==> config.mk <==
export PLATFORM = sky130hd
export DESIGN_NAME = fifo_out_uart_tx
export DESIGN_NICKNAME = d
export VERILOG_FILES = /design/src/rtl/fifo_out_uart_tx.sv
export SDC_FILE = /design/constraint.sdc
export NUM_CORES = 1
export LEC_CHECK = 0
export BUFFER_PORTS_ARGS = -buffer_cell sky130_fd_sc_hd__buf_2
export CAP_MARGIN = 10
export CORE_ASPECT_RATIO = 1.1
export CORE_UTILIZATION = 56
export DETAILED_ROUTE_END_ITERATION = 16
export GPL_TIMING_DRIVEN = 1
export PLACE_DENSITY = 0.79
export SKIP_CTS_REPAIR_TIMING = 1
export SLEW_MARGIN = 40
export SYNTH_ARGS = -nofsm -noshare
export SYNTH_HDL_FRONTEND = slang
export SYNTH_SLANG_ARGS = --single-unit
==> constraint.sdc <==
create_clock -name clk -period 2.7 [get_ports clk]
set_clock_uncertainty 0.15 [all_clocks]
set_input_delay 0.27 -clock clk [delete_from_list [all_inputs] [get_ports clk]]
set_output_delay 0.27 -clock clk [all_outputs]
set_load 0.05 [all_outputs]
==> src/rtl/fifo_out_uart_tx.sv <==
// Reader end of the output FIFO. It pops 32-bit words and sends them on a UART TX line
// as 8N1 frames, least-significant byte first and LSB-first within each byte.
module fifo_out_uart_tx #(
  parameter int CLKS_PER_BIT   = 868,
  parameter int BYTES_PER_WORD = 4
) (
  input  logic        clk,
  input  logic        resetn,
  input  logic        enable,
  input  logic        fifo_empty,
  input  logic [31:0] fifo_rd_data,
  output logic        fifo_rd_en,
  output logic        tx,
  output logic        busy,
  output logic        word_done,
  output logic [15:0] words_sent
);

  localparam int                BAUD_W    = (CLKS_PER_BIT > 2) ? $clog2(CLKS_PER_BIT) : 1;
  localparam logic [BAUD_W-1:0] BAUD_LAST = BAUD_W'(CLKS_PER_BIT - 1);
  localparam logic [1:0]        BYTE_LAST = 2'(BYTES_PER_WORD - 1);

  typedef enum logic [2:0] {IDLE, POP, FETCH, START, DATA, STOP} state_t;

  state_t            state;
  logic [BAUD_W-1:0] baud_cnt;
  logic [2:0]        bit_idx;
  logic [1:0]        byte_idx;
  logic [31:0]       word_reg;
  logic [7:0]        cur_byte;
  logic              bit_end;

  assign cur_byte   = word_reg[{byte_idx, 3'b000} +: 8];
  assign bit_end    = (baud_cnt == BAUD_LAST);
  assign fifo_rd_en = (state == POP);
  assign busy       = (state != IDLE);

  // tx is updated together with the state, so it already holds the level of the
  // state or bit being entered. A start bit therefore appears in the first START cycle.
  always_ff @(posedge clk) begin
    // NOTE: the reset is synchronous. It lives inside the clocked block, and resetn is
    // not in the sensitivity list.
    if (!resetn) begin
      state      <= IDLE;
      tx         <= 1'b1;
      word_done  <= 1'b0;
      words_sent <= '0;
      baud_cnt   <= '0;
      bit_idx    <= '0;
      byte_idx   <= '0;
      // NOTE: word_reg has no functional need for a reset, because FETCH always loads it
      // before use. Clearing it only keeps the simulation free of X values.
      word_reg   <= '0;
    end else begin
      // NOTE: every state register uses a non-blocking assignment. Each case branch then
      // reads the values from before this edge, such as cur_byte and bit_idx.
      word_done <= 1'b0;
      case (state)
        IDLE: begin
          tx       <= 1'b1;
          baud_cnt <= '0;
          if (enable && !fifo_empty) state <= POP;
        end
        POP: state <= FETCH;
        FETCH: begin
          word_reg <= fifo_rd_data;
          byte_idx <= '0;
          baud_cnt <= '0;
          tx       <= 1'b0;
          state    <= START;
        end
        START: begin
          if (bit_end) begin
            baud_cnt <= '0;
            bit_idx  <= '0;
            tx       <= cur_byte[0];
            state    <= DATA;
          end else begin
            baud_cnt <= baud_cnt + BAUD_W'(1);
          end
        end
        DATA: begin
          if (bit_end) begin
            baud_cnt <= '0;
            if (bit_idx == 3'd7) begin
              tx    <= 1'b1;
              state <= STOP;
            end else begin
              bit_idx <= bit_idx + 3'd1;
              tx      <= cur_byte[bit_idx + 3'd1];
            end
          end else begin
            baud_cnt <= baud_cnt + BAUD_W'(1);
          end
        end
        STOP: begin
          if (bit_end) begin
            baud_cnt <= '0;
            if (byte_idx < BYTE_LAST) begin
              byte_idx <= byte_idx + 2'd1;
              tx       <= 1'b0;
              state    <= START;
            end else begin
              word_done  <= 1'b1;
              words_sent <= words_sent + 16'd1;
              state      <= IDLE;
            end
          end else begin
            baud_cnt <= baud_cnt + BAUD_W'(1);
          end
        end
        default: begin
          tx    <= 1'b1;
          state <= IDLE;
        end
      endcase
    end
  end

endmodule

# Word level (Yosys, flattened, before mapping)
# Cells that the tools add are included.
# word_totals
register_bits	68
latchBits	0
ramBits	0
mem_count	0
word_cells	71
output_inout_bits	20
rom_bits	0
input_bits	36
# op_classes
reduce_logical	15
mul	0
n_eq_ne	14
mux	25
magnitude_cmp	2
div	0
bitwise_logic	2
shifts	1
add_sub_neg	4
# ops
cell	n
indexed part select 32 x 6 -> 8 bit	1
2-to-1 mux 3 bit	8
one-hot mux 10 bit (2 select lines)	1
one-hot mux 3 bit (6 select lines)	1
adder 16 x 1 -> 16 bit (second input constant)	1
inequality test 2 bit (second input constant)	7
adder 10 x 1 -> 10 bit (second input constant)	1
== test 10 bit (second input constant)	1
2-to-1 mux 10 bit	1
AND reduction 5 bit	2
== test 3 bit (second input constant)	3
AND reduction 3 bit	3
2-to-1 mux 1 bit	7
== test 3 x 2 -> 1 bit (second input constant)	2
2-to-1 mux 2 bit	3
one-hot mux 3 bit (2 select lines)	1
nonzero test 2 bit	3
one-hot mux 1 bit (5 select lines)	1
< comparator 3 x 4 -> 1 bit (second input constant)	1
one-hot mux 2 bit (2 select lines)	1
AND reduction 4 bit	1
adder 3 x 1 -> 3 bit (second input constant)	1
binary-select mux 1 bit (select 3 bit)	1
== test 3 x 1 -> 1 bit (second input constant)	1
other kinds (9)	10

# Depth between registers and ports, before layout
# depth
ltp_word	6
mapped_depth	8
depth_no_buf	6

# Worst setup path after synthesis
# Ideal clock, no wire load.
# synth_path
path_type	reg2reg
from	register baud_cnt[0]
to	register words_sent[10]
path_buffers	2
synth_period_minus_slack_ns	2.508
path_slack_ns	0.192
arrival_ns	2.231
t_required_ns	2.422
setup_time_ns	0.128
path_stages_with_launch	9
cell_sequence	dfxtp_1 -> ha_1 -> or4b_4 -> or4_4 -> buf_6 -> buf_8 -> nor4_4 -> xnor2_1 -> nor2_1
# synth_via
elab_chain_cells	2
# synth_lines
element	line	text
start, declared	26	logic [BAUD_W-1:0] baud_cnt;
start signal, assigned	79	baud_cnt <= baud_cnt + BAUD_W'(1);
start signal, assigned	93	baud_cnt <= baud_cnt + BAUD_W'(1);
start signal, assigned	109	baud_cnt <= baud_cnt + BAUD_W'(1);
== test 10 bit	34	assign bit_end = (baud_cnt == BAUD_LAST);
AND reduction 3 bit (no source line)	-	
end signal, assigned	105	words_sent <= words_sent + 16'd1;
end, declared	16	output logic [15:0] words_sent
# No other way between the ends.
# A chain may end at the register's enable or synchronous reset.

# Worst setup path after layout
# layout_path
from	register baud_cnt[0]
to	register tx
# layout_via
elab_chain_cells	3
word_cells_on_any_way	5
cone_classes	4 x eq/ne; 1 x reduce/logical
# layout_lines
element	line	text
== test 10 bit *	34	
inequality test 2 bit (no source line)	-	
AND reduction 5 bit (no source line) *	-	
end signal, assigned	76	tx <= cur_byte[0];
end signal, assigned	90	tx <= cur_byte[bit_idx + 3'd1];
end, declared	13	output logic tx,
# Mark *: on every way between the ends. The rest lies on a longest branch, timed or not.

==> results_dict.tcl <==
set metrics [dict create \
    run_status "finished, violations left" \
    violated_checks "hold timing" \
    start_util_pct 57.9 \
    final_period_minus_worst_setup_slack_ns 2.60 \
    clock_path_buffers 2 \
    tritoncts_num_sinks 68 \
    final_net_count 498 \
    maximum_fanout_count_along_the_critical_path 5 \
    critical_path.reg2reg.endpoint "tx" \
    relSlewSlack_pct 58.0 \
    worst_hold_slack_ns -0.000473 \
    post_synth_main_area_contributors "sky130_fd_sc_hd__dfxtp_1 (41%), sky130_fd_sc_hd__nand2_1 (9.1%), sky130_fd_sc_hd__a21oi_1 (7.8%)" \
    synth_largest_area_cell "sky130_fd_sc_hd__dfxtp_1" \
    min_path_type "input pin to flop" \
    worst_ep_arrival_time_ns 2.68 \
    placement_rows 29 \
    maximum_number_of_pins_on_one_net_before_global_route_repair 34 \
    power.static_leakage_nw 1.54 \
    hpwl_um 4820 \
    avgRoutedWirePerCell_um 13.3 \
    fp.dieArea_mm2 0.00628 \
    layoutNonFillerInstCount 537 \
    dp_cell_count 519 \
    initial_antenna_violation_count 0 \
    largest_reg_flops 32 \
    max_freq_mhz 385 \
    timing.reg2reg.worst_path_depth 6 \
    synthesis.yosys.warnings 0 \
    drt-total-wl_um 7170 \
    required_worst_endpoint_ns 2.78 \
    synth.avg_cell_area_um2 8.30 \
    final_layout_size_suffix_gt1_share_pct 23.3 \
    horizontal_die_dimension_um 75.7 \
    power-per-cell-area_mw_per_mm2 735 \
    dominantRegCellSynth "sky130_fd_sc_hd__dfxtp_1" \
    post_synth_instance_area_mm2 0.00334 \
    finalCoreUtilization_pct 68.3 \
    synth_nets 446 \
    htree_levels 3 \
    drt_drc_violations_left 0 \
    grt_util_all_layers_pct 24.7 \
    portBuffers 55 \
    number_of_buffers_added_by_the_clock_tree_synthesis_step 9 \
    ys_seq_area_share_pct 40.7 \
    finalCritPeriodShare_pct 96.2 \
    final_common_cell "sky130_fd_sc_hd__nand2_1" \
    start_point_of_the_worst_min_delay_path "fifo_rd_data[3]" \
    synth_edf_count 0 \
    whs_endpoint "word_reg[3]" \
    tritoncts "done" \
    detail_route.vias_per_cell 5.55 \
    drt-initial-drc-count 232 \
    diodes 0 \
    hold_depth 3 \
    layout_common_cells "sky130_fd_sc_hd__nand2_1 (81), sky130_fd_sc_hd__dfxtp_1 (68), sky130_fd_sc_hd__buf_2 (55), sky130_fd_sc_hd__a21oi_1 (52), sky130_fd_sc_hd__nor2_1 (32)" \
    vias 2982 \
    synthDominantCellAreaShare_pct 40.7 \
    setup.worst_path.start_class "flop" \
    maxSlewViolCount 0 \
    pin_count 56 \
    synth.distinct_cells 54 \
    clock_latency_ns 0.35 \
    number_of_standard_cells_after_synthesis 403 \
    timing.final.hold_violations 1 \
    max-vdd-ir-drop_uv 535 \
    place_congestion 0.837 \
    core_region_area_mm2 0.00577 \
    dr.pass1.iters 4 \
    root_buffer "sky130_fd_sc_hd__clkbuf_8" \
    maxCapViolCount 0 \
    final-setup-viol-count 0 \
    area_growth_syn_to_layout_pct 17.8 \
    worst-r2r-setup-slack_ns 0.10 \
    detail-route-antenna-nets 0 \
    flip_flop_and_latch_count_after_synthesis 68 \
    die_y_um 83.0 \
    global_route.overflow_total 0 \
    r2r_start "baud_cnt[0]" \
    grt_first_pass_wirelength_um 12000 \
    postSynth.asyncResetShare_pct 0 \
    first_global_vias 2716 \
    setup.worst_path.class "flop to flop" \
    setup.worst_path.end_class "flop" \
    worst_setup_hold_path_clk_slew_ns 0.08 \
    tightest_slew_ns 0.628 \
]
report_power, final:
group          leakage (nW)  internal [mW]  switching (mW)
clock network        0.0923          0.430           0.420
registers             0.553           1.14          0.0735
logic                 0.895          0.301           0.532
per-layer routing:
layer,up-vias,wire (um),track usage [%]
li1,1514,-,-
met1,1381,3250,31.4
met2,74,3500,39.9
met3,13,273,4.98
met4,0,134,11.1
met5,-,0,0
cells in the mapped netlist (3+ instances only):
| cell | n |
|---|---|
| sky130_fd_sc_hd__mux4_2 | 9 |
| sky130_fd_sc_hd__nor3_1 | 11 |
| sky130_fd_sc_hd__inv_1 | 10 |
| sky130_fd_sc_hd__ha_1 | 7 |
| sky130_fd_sc_hd__or3_1 | 6 |
| sky130_fd_sc_hd__xnor2_1 | 11 |
| sky130_fd_sc_hd__nor4_1 | 5 |
| sky130_fd_sc_hd__a22oi_1 | 4 |
| sky130_fd_sc_hd__mux2i_1 | 7 |
| sky130_fd_sc_hd__a21oi_1 | 52 |
| sky130_fd_sc_hd__nand3b_1 | 3 |
| sky130_fd_sc_hd__nor3b_1 | 4 |
| sky130_fd_sc_hd__nand2_1 | 81 |
| sky130_fd_sc_hd__and3_1 | 3 |
| sky130_fd_sc_hd__nor2b_1 | 4 |
| sky130_fd_sc_hd__nor2_1 | 32 |
| sky130_fd_sc_hd__o21ai_0 | 11 |
| sky130_fd_sc_hd__nand3_1 | 8 |
| sky130_fd_sc_hd__dfxtp_1 | 68 |
| sky130_fd_sc_hd__clkbuf_1 | 22 |
| sky130_fd_sc_hd__o21bai_1 | 3 |
worst max path at each step:
stage / from / endpoint / cells past startpoint
floorplan: baud_cnt[0] / words_sent[10] / 8
global placement: baud_cnt[0] / words_sent[12] / 6
detailed placement: baud_cnt[0] / words_sent[15] / 6
CTS: baud_cnt[0] / words_sent[14] / 6
global route: baud_cnt[0] / words_sent[14] / 6
finish: baud_cnt[0] / tx / 6
critical path: stages (launching register included):
cell and delay (ns):
sky130_fd_sc_hd__dfxtp_1 0.40, sky130_fd_sc_hd__ha_1 0.21, sky130_fd_sc_hd__or4b_4 0.50, sky130_fd_sc_hd__or4_1 0.51
sky130_fd_sc_hd__a32oi_1 0.29, sky130_fd_sc_hd__nor4b_1 0.34, sky130_fd_sc_hd__a211oi_1 0.08
kinds of logic (layout without fill, tap and decap cells):
| logic type | after synthesis | count (layout) | share of synthesized area, % |
|---|---|---|---|
| buffers and inverters | 37 | 94 | 4.75 |
| flip-flops | 68 | 68 | 40.7 |
| AO/OA/AOI/OAI | 85 | 85 | 14.6 |
| multiplexers | 16 | 16 | 8.16 |
| adder cells (fa/ha/maj) | 7 | 7 | 2.62 |
| AND/OR/NAND/NOR | 177 | 177 | 25.7 |
| XOR/XNOR | 13 | 13 | 3.41 |
area by class of cell:
cell class / instances / area (um^2)
timing repair buffer: 67 / 383
multi-input combinational: 298 / 1860
fill: 485 / 1830
clock inverter: 7 / 75.1
clock buffer: 9 / 124
inverter: 11 / 41.3
tap: 77 / 96.3
sequential: 68 / 1360
metrics by stage:
| step | setup TNS (ns) | area (um^2) | worst slack, ns | total power, mW |
|---|---|---|---|---|
| floorplan | 0 | 3340 | 0.192 | 1.83 |
| global placement | 0 | 3690 | 0.132 | 2.03 |
| detailed placement | 0 | 3690 | 0.0648 | 2.06 |
| CTS | -0.0229 | 3890 | -0.0229 | 2.90 |
| global route | -0.00826 | 3940 | -0.00826 | 3.07 |
| finish | 0 | 3940 | 0.102 | 2.89 |
(Power assumes the default switching activity.)
